==> config.mk <==
export PLATFORM = sky130hd
export DESIGN_NAME = shift_operand_stage_flat
export DESIGN_NICKNAME = d
export VERILOG_FILES = /design/src/rtl/shift_operand_stage_if.sv /design/src/rtl/shift_operand_stage.sv /design/src/flat_wrapper.sv
export SDC_FILE = /design/constraint.sdc
export NUM_CORES = 1
export LEC_CHECK = 0
export CAP_MARGIN = 20
export CORE_ASPECT_RATIO = 1.5
export CORE_UTILIZATION = 39
export CTS_CLUSTER_SIZE = 25
export DETAILED_ROUTE_END_ITERATION = 16
export GPL_ROUTABILITY_DRIVEN = 0
export PLACE_DENSITY = 0.76
export SLEW_MARGIN = 20
export SYNTH_ARGS = -nofsm -noshare
export SYNTH_HDL_FRONTEND = slang
export SYNTH_SLANG_ARGS = --single-unit
==> constraint.sdc <==
create_clock -name clk -period 2.6 [get_ports clk]
set_input_delay 0.52 -clock clk [delete_from_list [all_inputs] [get_ports clk]]
set_output_delay 0.52 -clock clk [all_outputs]
set_load 0.01 [all_outputs]
==> src/rtl/shift_operand_stage_if.sv <==
// Bundle between the issue pipe, the register-file read port and the barrel shifter.
// The stage uses the slave view; the surrounding pipeline (or a bench) uses the master view.
interface shift_operand_stage_if;
   logic        in_valid;
   logic        in_ready;
   logic [31:0] instr;
   logic [31:0] pc_in;
   logic [3:0]  rf_addr;
   logic [31:0] rf_data;
   logic        out_valid;
   logic        out_ready;
   logic        vimm;
   logic        bimm;
   logic        shift;
   logic [1:0]  shift_type;
   logic [7:0]  valimm;
   logic [31:0] valreg;
   logic [31:0] byimm;
   logic [7:0]  byreg;
   logic [31:0] instr_out;

   modport master (
      output in_valid, instr, pc_in, rf_data, out_ready,
      input  in_ready, rf_addr, out_valid, vimm, bimm, shift, shift_type,
             valimm, valreg, byimm, byreg, instr_out
   );

   modport slave (
      input  in_valid, instr, pc_in, rf_data, out_ready,
      output in_ready, rf_addr, out_valid, vimm, bimm, shift, shift_type,
             valimm, valreg, byimm, byreg, instr_out
   );
endinterface

==> src/rtl/shift_operand_stage.sv <==
// Operand-2 issue stage: decodes the shifter operand, reads Rs/Rm over one read port
// and holds a stable bundle for the barrel shifter until it is consumed.
module shift_operand_stage #(
   parameter logic [31:0] PC_OFS_IMM = 32'd8,
   parameter logic [31:0] PC_OFS_REG = 32'd12
) (
   input logic                  clk,
   input logic                  rst_n,
   input logic                  flush,
   shift_operand_stage_if.slave bus
);

   typedef enum logic [1:0] {IDLE, READ_RS, READ_RM, HOLD} state_t;

   state_t      state, state_nxt;
   logic [31:0] pc_q;
   logic        accept;
   logic [31:0] rd_val;

   logic        d_vimm, d_bimm, d_shift;
   logic [1:0]  d_type;
   logic [31:0] d_byimm;
   logic [4:0]  amt;

   assign bus.in_ready  = (state == IDLE);
   assign bus.out_valid = (state == HOLD);
   assign accept        = bus.in_valid && (state == IDLE) && !flush;

   // NOTE: every variable is given a default before the case so no latch is inferred.
   always_comb begin
      state_nxt = state;
      case (state)
         IDLE:    if (bus.in_valid) begin
                     if (bus.instr[25])     state_nxt = HOLD;
                     else if (bus.instr[4]) state_nxt = READ_RS;
                     else                   state_nxt = READ_RM;
                  end
         READ_RS: state_nxt = READ_RM;
         READ_RM: state_nxt = HOLD;
         HOLD:    if (bus.out_ready) state_nxt = IDLE;
         default: state_nxt = IDLE;
      endcase
      if (flush) state_nxt = IDLE;
   end

   always_comb begin
      bus.rf_addr = 4'd0;
      case (state)
         READ_RS: bus.rf_addr = bus.instr_out[11:8];
         READ_RM: bus.rf_addr = bus.instr_out[3:0];
         default: bus.rf_addr = 4'd0;
      endcase
   end

   // The PC is architecturally ahead of the instruction; register-shift forms see one more word.
   always_comb begin
      rd_val = bus.rf_data;
      if (bus.rf_addr == 4'd15)
         rd_val = pc_q + (bus.instr_out[4] ? PC_OFS_REG : PC_OFS_IMM);
   end

   // Operand-2 decode of the incoming word, captured on accept.
   always_comb begin
      amt     = bus.instr[11:7];
      d_vimm  = 1'b0;
      d_bimm  = 1'b1;
      d_shift = 1'b1;
      d_type  = bus.instr[6:5];
      d_byimm = 32'd0;
      if (bus.instr[25]) begin
         d_vimm  = 1'b1;
         d_type  = 2'd3;
         d_byimm = {27'd0, bus.instr[11:8], 1'b0};
      end else if (bus.instr[4]) begin
         d_bimm  = 1'b0;
      end else if (amt == 5'd0) begin
         case (bus.instr[6:5])
            2'd0:    d_shift = 1'b0;
            2'd3:    d_byimm = 32'd0;
            default: d_byimm = 32'd32;
         endcase
      end else begin
         d_byimm = {27'd0, amt};
      end
   end

   // NOTE: state and outputs are updated with non-blocking assignments only.
   always_ff @(posedge clk) begin
      if (!rst_n) begin
         state          <= IDLE;
         pc_q           <= 32'd0;
         bus.vimm       <= 1'b0;
         bus.bimm       <= 1'b0;
         bus.shift      <= 1'b0;
         bus.shift_type <= 2'd0;
         bus.valimm     <= 8'd0;
         bus.valreg     <= 32'd0;
         bus.byimm      <= 32'd0;
         bus.byreg      <= 8'd0;
         bus.instr_out  <= 32'd0;
      end else begin
         state <= state_nxt;
         if (accept) begin
            pc_q           <= bus.pc_in;
            bus.instr_out  <= bus.instr;
            bus.vimm       <= d_vimm;
            bus.bimm       <= d_bimm;
            bus.shift      <= d_shift;
            bus.shift_type <= d_type;
            bus.valimm     <= bus.instr[7:0];
            bus.byimm      <= d_byimm;
         end
         if (state == READ_RS && !flush) bus.byreg  <= rd_val[7:0];
         if (state == READ_RM && !flush) bus.valreg <= rd_val;
      end
   end

endmodule

==> src/flat_wrapper.sv <==
// flat-port wrapper written by rule: the top's interface ports become plain ports
module shift_operand_stage_flat 
#(
   parameter logic [31:0] PC_OFS_IMM = 32'd8,
   parameter logic [31:0] PC_OFS_REG = 32'd12
)
  (clk, rst_n, flush, bus_in_valid, bus_instr, bus_pc_in, bus_rf_data, bus_out_ready, bus_in_ready, bus_rf_addr, bus_out_valid, bus_vimm, bus_bimm, bus_shift, bus_shift_type, bus_valimm, bus_valreg, bus_byimm, bus_byreg, bus_instr_out);
  shift_operand_stage_if bus_i ();
  input logic clk;
  input logic rst_n;
  input logic flush;
  input wire logic [$bits(bus_i.in_valid)-1:0] bus_in_valid;
  input wire logic [$bits(bus_i.instr)-1:0] bus_instr;
  input wire logic [$bits(bus_i.pc_in)-1:0] bus_pc_in;
  input wire logic [$bits(bus_i.rf_data)-1:0] bus_rf_data;
  input wire logic [$bits(bus_i.out_ready)-1:0] bus_out_ready;
  output wire logic [$bits(bus_i.in_ready)-1:0] bus_in_ready;
  output wire logic [$bits(bus_i.rf_addr)-1:0] bus_rf_addr;
  output wire logic [$bits(bus_i.out_valid)-1:0] bus_out_valid;
  output wire logic [$bits(bus_i.vimm)-1:0] bus_vimm;
  output wire logic [$bits(bus_i.bimm)-1:0] bus_bimm;
  output wire logic [$bits(bus_i.shift)-1:0] bus_shift;
  output wire logic [$bits(bus_i.shift_type)-1:0] bus_shift_type;
  output wire logic [$bits(bus_i.valimm)-1:0] bus_valimm;
  output wire logic [$bits(bus_i.valreg)-1:0] bus_valreg;
  output wire logic [$bits(bus_i.byimm)-1:0] bus_byimm;
  output wire logic [$bits(bus_i.byreg)-1:0] bus_byreg;
  output wire logic [$bits(bus_i.instr_out)-1:0] bus_instr_out;
  assign bus_i.in_valid = bus_in_valid;
  assign bus_i.instr = bus_instr;
  assign bus_i.pc_in = bus_pc_in;
  assign bus_i.rf_data = bus_rf_data;
  assign bus_i.out_ready = bus_out_ready;
  assign bus_in_ready = bus_i.in_ready;
  assign bus_rf_addr = bus_i.rf_addr;
  assign bus_out_valid = bus_i.out_valid;
  assign bus_vimm = bus_i.vimm;
  assign bus_bimm = bus_i.bimm;
  assign bus_shift = bus_i.shift;
  assign bus_shift_type = bus_i.shift_type;
  assign bus_valimm = bus_i.valimm;
  assign bus_valreg = bus_i.valreg;
  assign bus_byimm = bus_i.byimm;
  assign bus_byreg = bus_i.byreg;
  assign bus_instr_out = bus_i.instr_out;
  shift_operand_stage #(.PC_OFS_IMM(PC_OFS_IMM), .PC_OFS_REG(PC_OFS_REG)) u_core (.clk(clk), .rst_n(rst_n), .flush(flush), .bus(bus_i));
endmodule
==> results of run 1 <==
==> registers in the layout, summed over array words and instances, names as in the netlist <==
name                   count
u_core.bus.bimm            1
u_core.bus.byimm           6
u_core.bus.byreg           8
u_core.bus.instr_out      25
u_core.bus.shift           1
u_core.bus.shift_type      2
u_core.bus.valimm          7
u_core.bus.valreg         32
u_core.pc_q               32
u_core.state               2
==> layer usage <==
layer | global-route usage (%) | wire length, um
met5 | 0 | 0
met1 | 23.7 | 6280
met4 | 9.63 | 372
met2 | 39.2 | 8350
met3 | 5.48 | 948
==> metrics by stage <==
stage | power, mW | utilization [%] | hold WS [ns]
final | 4.89 | 58.5 | 0.458
after global routing | 5.08 | 58.5 | 0.482
after CTS | 4.95 | 58.4 | 0.461
after detailed placement | 2.57 | 54.1 | 0.450
after global placement | 2.56 | 54.1 | 0.436
after floorplan | 2.24 | - | 0.443
==> kinds of logic after synthesis <==
logic type / Yosys count / synth area share, %
other: 1 / 0.0677
AO/OA/AOI/OAI: 161 / 19.4
AND/OR/NAND/NOR: 284 / 23.0
buffers and inverters: 90 / 8.93
adder cells (fa/ha/maj): 7 / 1.58
multiplexers: 9 / 1.63
flip-flops: 116 / 41.9
XOR/XNOR: 22 / 3.48
==> critical path: stages (launching register included) <==
cell	delay [ns]
dfxtp_1	0.34
ha_1	0.20
inv_1	0.06
ha_1	0.21
nand4b_4	0.17
or4_1	0.70
or4_1	0.54
nand3_1	0.10
a22o_2	0.12
==> worst min-delay path by stage <==
stage,to,slack (ns)
CTS,u_core.bus.byimm[1],0.46
detailed placement,u_core.bus.valreg[24],0.45
global route,u_core.bus.byimm[1],0.48
global placement,u_core.bus.valreg[8],0.44
finish,u_core.bus.valreg[24],0.46
floorplan,u_core.pc_q[0],0.44
==> power by group through the flow <==
| stage | combinational, mW | sequential [mW] | clock [mW] |
|---|---|---|---|
| after floorplan | 0.273 | 1.97 | 0 |
| after global placement | 0.602 | 1.96 | 0 |
| after detailed placement | 0.606 | 1.96 | 0 |
| after CTS | 0.610 | 1.92 | 2.41 |
| after global routing | 0.658 | 1.94 | 2.49 |
| final | 0.605 | 1.92 | 2.36 |
==> placed cells by master, fill, tap and decap left out, types with 3 or more instances in the layout <==
cell type,instances
nand2_1,162
xnor2_1,7
dfxtp_1,116
or2_2,3
buf_12,4
inv_6,5
a21oi_1,16
mux2i_1,9
dlymetal6s2s_1,4
nor4_1,6
nor3b_1,3
a22oi_1,3
ha_1,5
clkbuf_16,17
o22ai_1,4
xor2_1,15
o221ai_1,5
nor2b_1,6
o21ai_0,45
or4_1,3
clkinv_4,4
and3_1,3
nor2_1,24
clkdlybuf4s50_1,192
a21boi_0,72
nand4_1,8
nor3_1,15
buf_4,12
conb_1,26
nand2b_1,4
nand3_1,39
inv_1,12
==> layout make-up <==
class	count	area (sq um)	area share, %
clock buffer	17	425	5.23
multi-input combinational	509	2830	34.7
inverter	12	45.0	0.553
tap	165	206	2.54
timing repair buffer	212	2140	26.3
sequential	116	2320	28.5
clock inverter	15	171	2.11
==> impl_metrics.yaml, run 1 <==
global_route:
  grt_usage_pct: 21.7
  antenna_found_initial: 0
  grt_pass1_wl_um: 24900
  grt_overflow: 0
  grt_max_degree: 66
  grt_pass1_vias: 5018
critical_path:
  r2r-end: "u_core.bus.valreg[28]"
  rrSetupSlack_ns: 0.12
  critical_path.startpoint: "u_core.pc_q[2]"
  reg2reg_depth: 8
  cp.required_ns: 2.96
  path_class: "register to register"
  endpoint: "u_core.bus.valreg[28]"
  timing.rr.start: "u_core.pc_q[2]"
  path_max_fanout: 7
  critPathArrivalTime_ns: 2.84
  worstSetupStartpointType: "register"
  cp-end-kind: "register"
clock_tree:
  cts_tree: "built"
  clk_latency_ns: 0.41
  root_buffer: "clkbuf_16"
  htreeDepth: 4
  clk_pin_slew_ns: 0.06
  cts_resized: 0
  postCtsSetupRepairBufs: 0
  cts_buffers: 17
  cts.sinks: 116
  ctsHoldBuffers: 0
  cts_max_path_buffers: 2
logic_synthesis:
  synth_ff_type: "dfxtp_1"
  netlist_instances: 690
  yosysWarnings: 0
  synth-seq-cells: 116
  synthArstFlopShare_pct: 0
  ys_seq_area_share_pct: 41.9
  syn_area_sq_um: 5540
  synth_top_area_share_pct: 41.9
  synth-edff-count: 0
  ys_types: 49
  synth_top_cell_by_area: "dfxtp_1"
  netlist_top_cells_area: "dfxtp_1 (42%), nand2_1 (11%), a21boi_0 (9.8%)"
  yosysMostFrequentCell: "nand2_1"
  ys_top_cells_by_count: "nand2_1 (162), dfxtp_1 (116), a21boi_0 (72)"
  synth_area_per_cell_sq_um: 8.02
routing:
  drtPass1Iterations: 4
  routed_wl_um: 16000
  routedWlPerCell_um: 15.3
  via_per_inst: 5.09
  ant_nets: 0
  drt_iter0_drc: 201
  vias: 5319
  drc: 0
floorplan:
  die_h_um: 148
  die-area_sq_um: 14700
  fp.dieW_um: 99.3
  start_util_pct: 39.8
  ios: 224
  fp-row-count: 53
  core_area_sq_um: 13900
place:
  post-place-cells: 1014
  dpl-instance-area_sq_um: 7530
  port-buffer-count: 197
  dp_slack_ns: 0.120
  place_hpwl_um: 11500
cells_and_area:
  syn_to_final_growth_pct: 47.1
  stdcell_count: 1046
  drive_gt1_share_pct: 7.04
  diodes: 0
  fillerInstances: 1256
  fin_area_sq_um: 8140
  finish.net_count: 976
power_and_ir_drop:
  seqPwrFrac_pct: 39.3
  p_switching_mw: 1.26
  power_density_nw_per_um2: 601
  p_comb_share_pct: 12.4
  p_clk_share_pct: 48.3
  p_leak_nw: 3.03
  p_int_mw: 3.63
  netSwitchingFraction_pct: 25.7
  ir_drop_mv: 0.388
timing:
  slew_headroom_pct: 51.6
  fin_tns_setup_ns: 0
  maxSlewViolCount: 0
  rsz0062_at_grt: "false"
  period_minus_slack_ns: 2.48
  min_period_over_period_pct: 95.5
  hold_viol_final: 0
  skew_ns: 0.00840
  fmax_mhz: 403
  timing.final.ws_setup_ns: 0.118
  finalSetupViolCount: 0
  worst_slew_pin_slew_ns: 0.725
flow_run:
  drv_cap: 0
hold_path:
  hold_path_class: "register to register"
  whs_path_depth: 2
  min_from: "u_core.bus.valreg[24]"
outcome:
  status: "finished clean"
(Power assumes the default switching activity.)
==> run 2: changes to the inputs <==
ABC_AREA = 0   (was default)
==> results of run 2 <==
Final layout, timing and power as in run 1 (identical DEF).
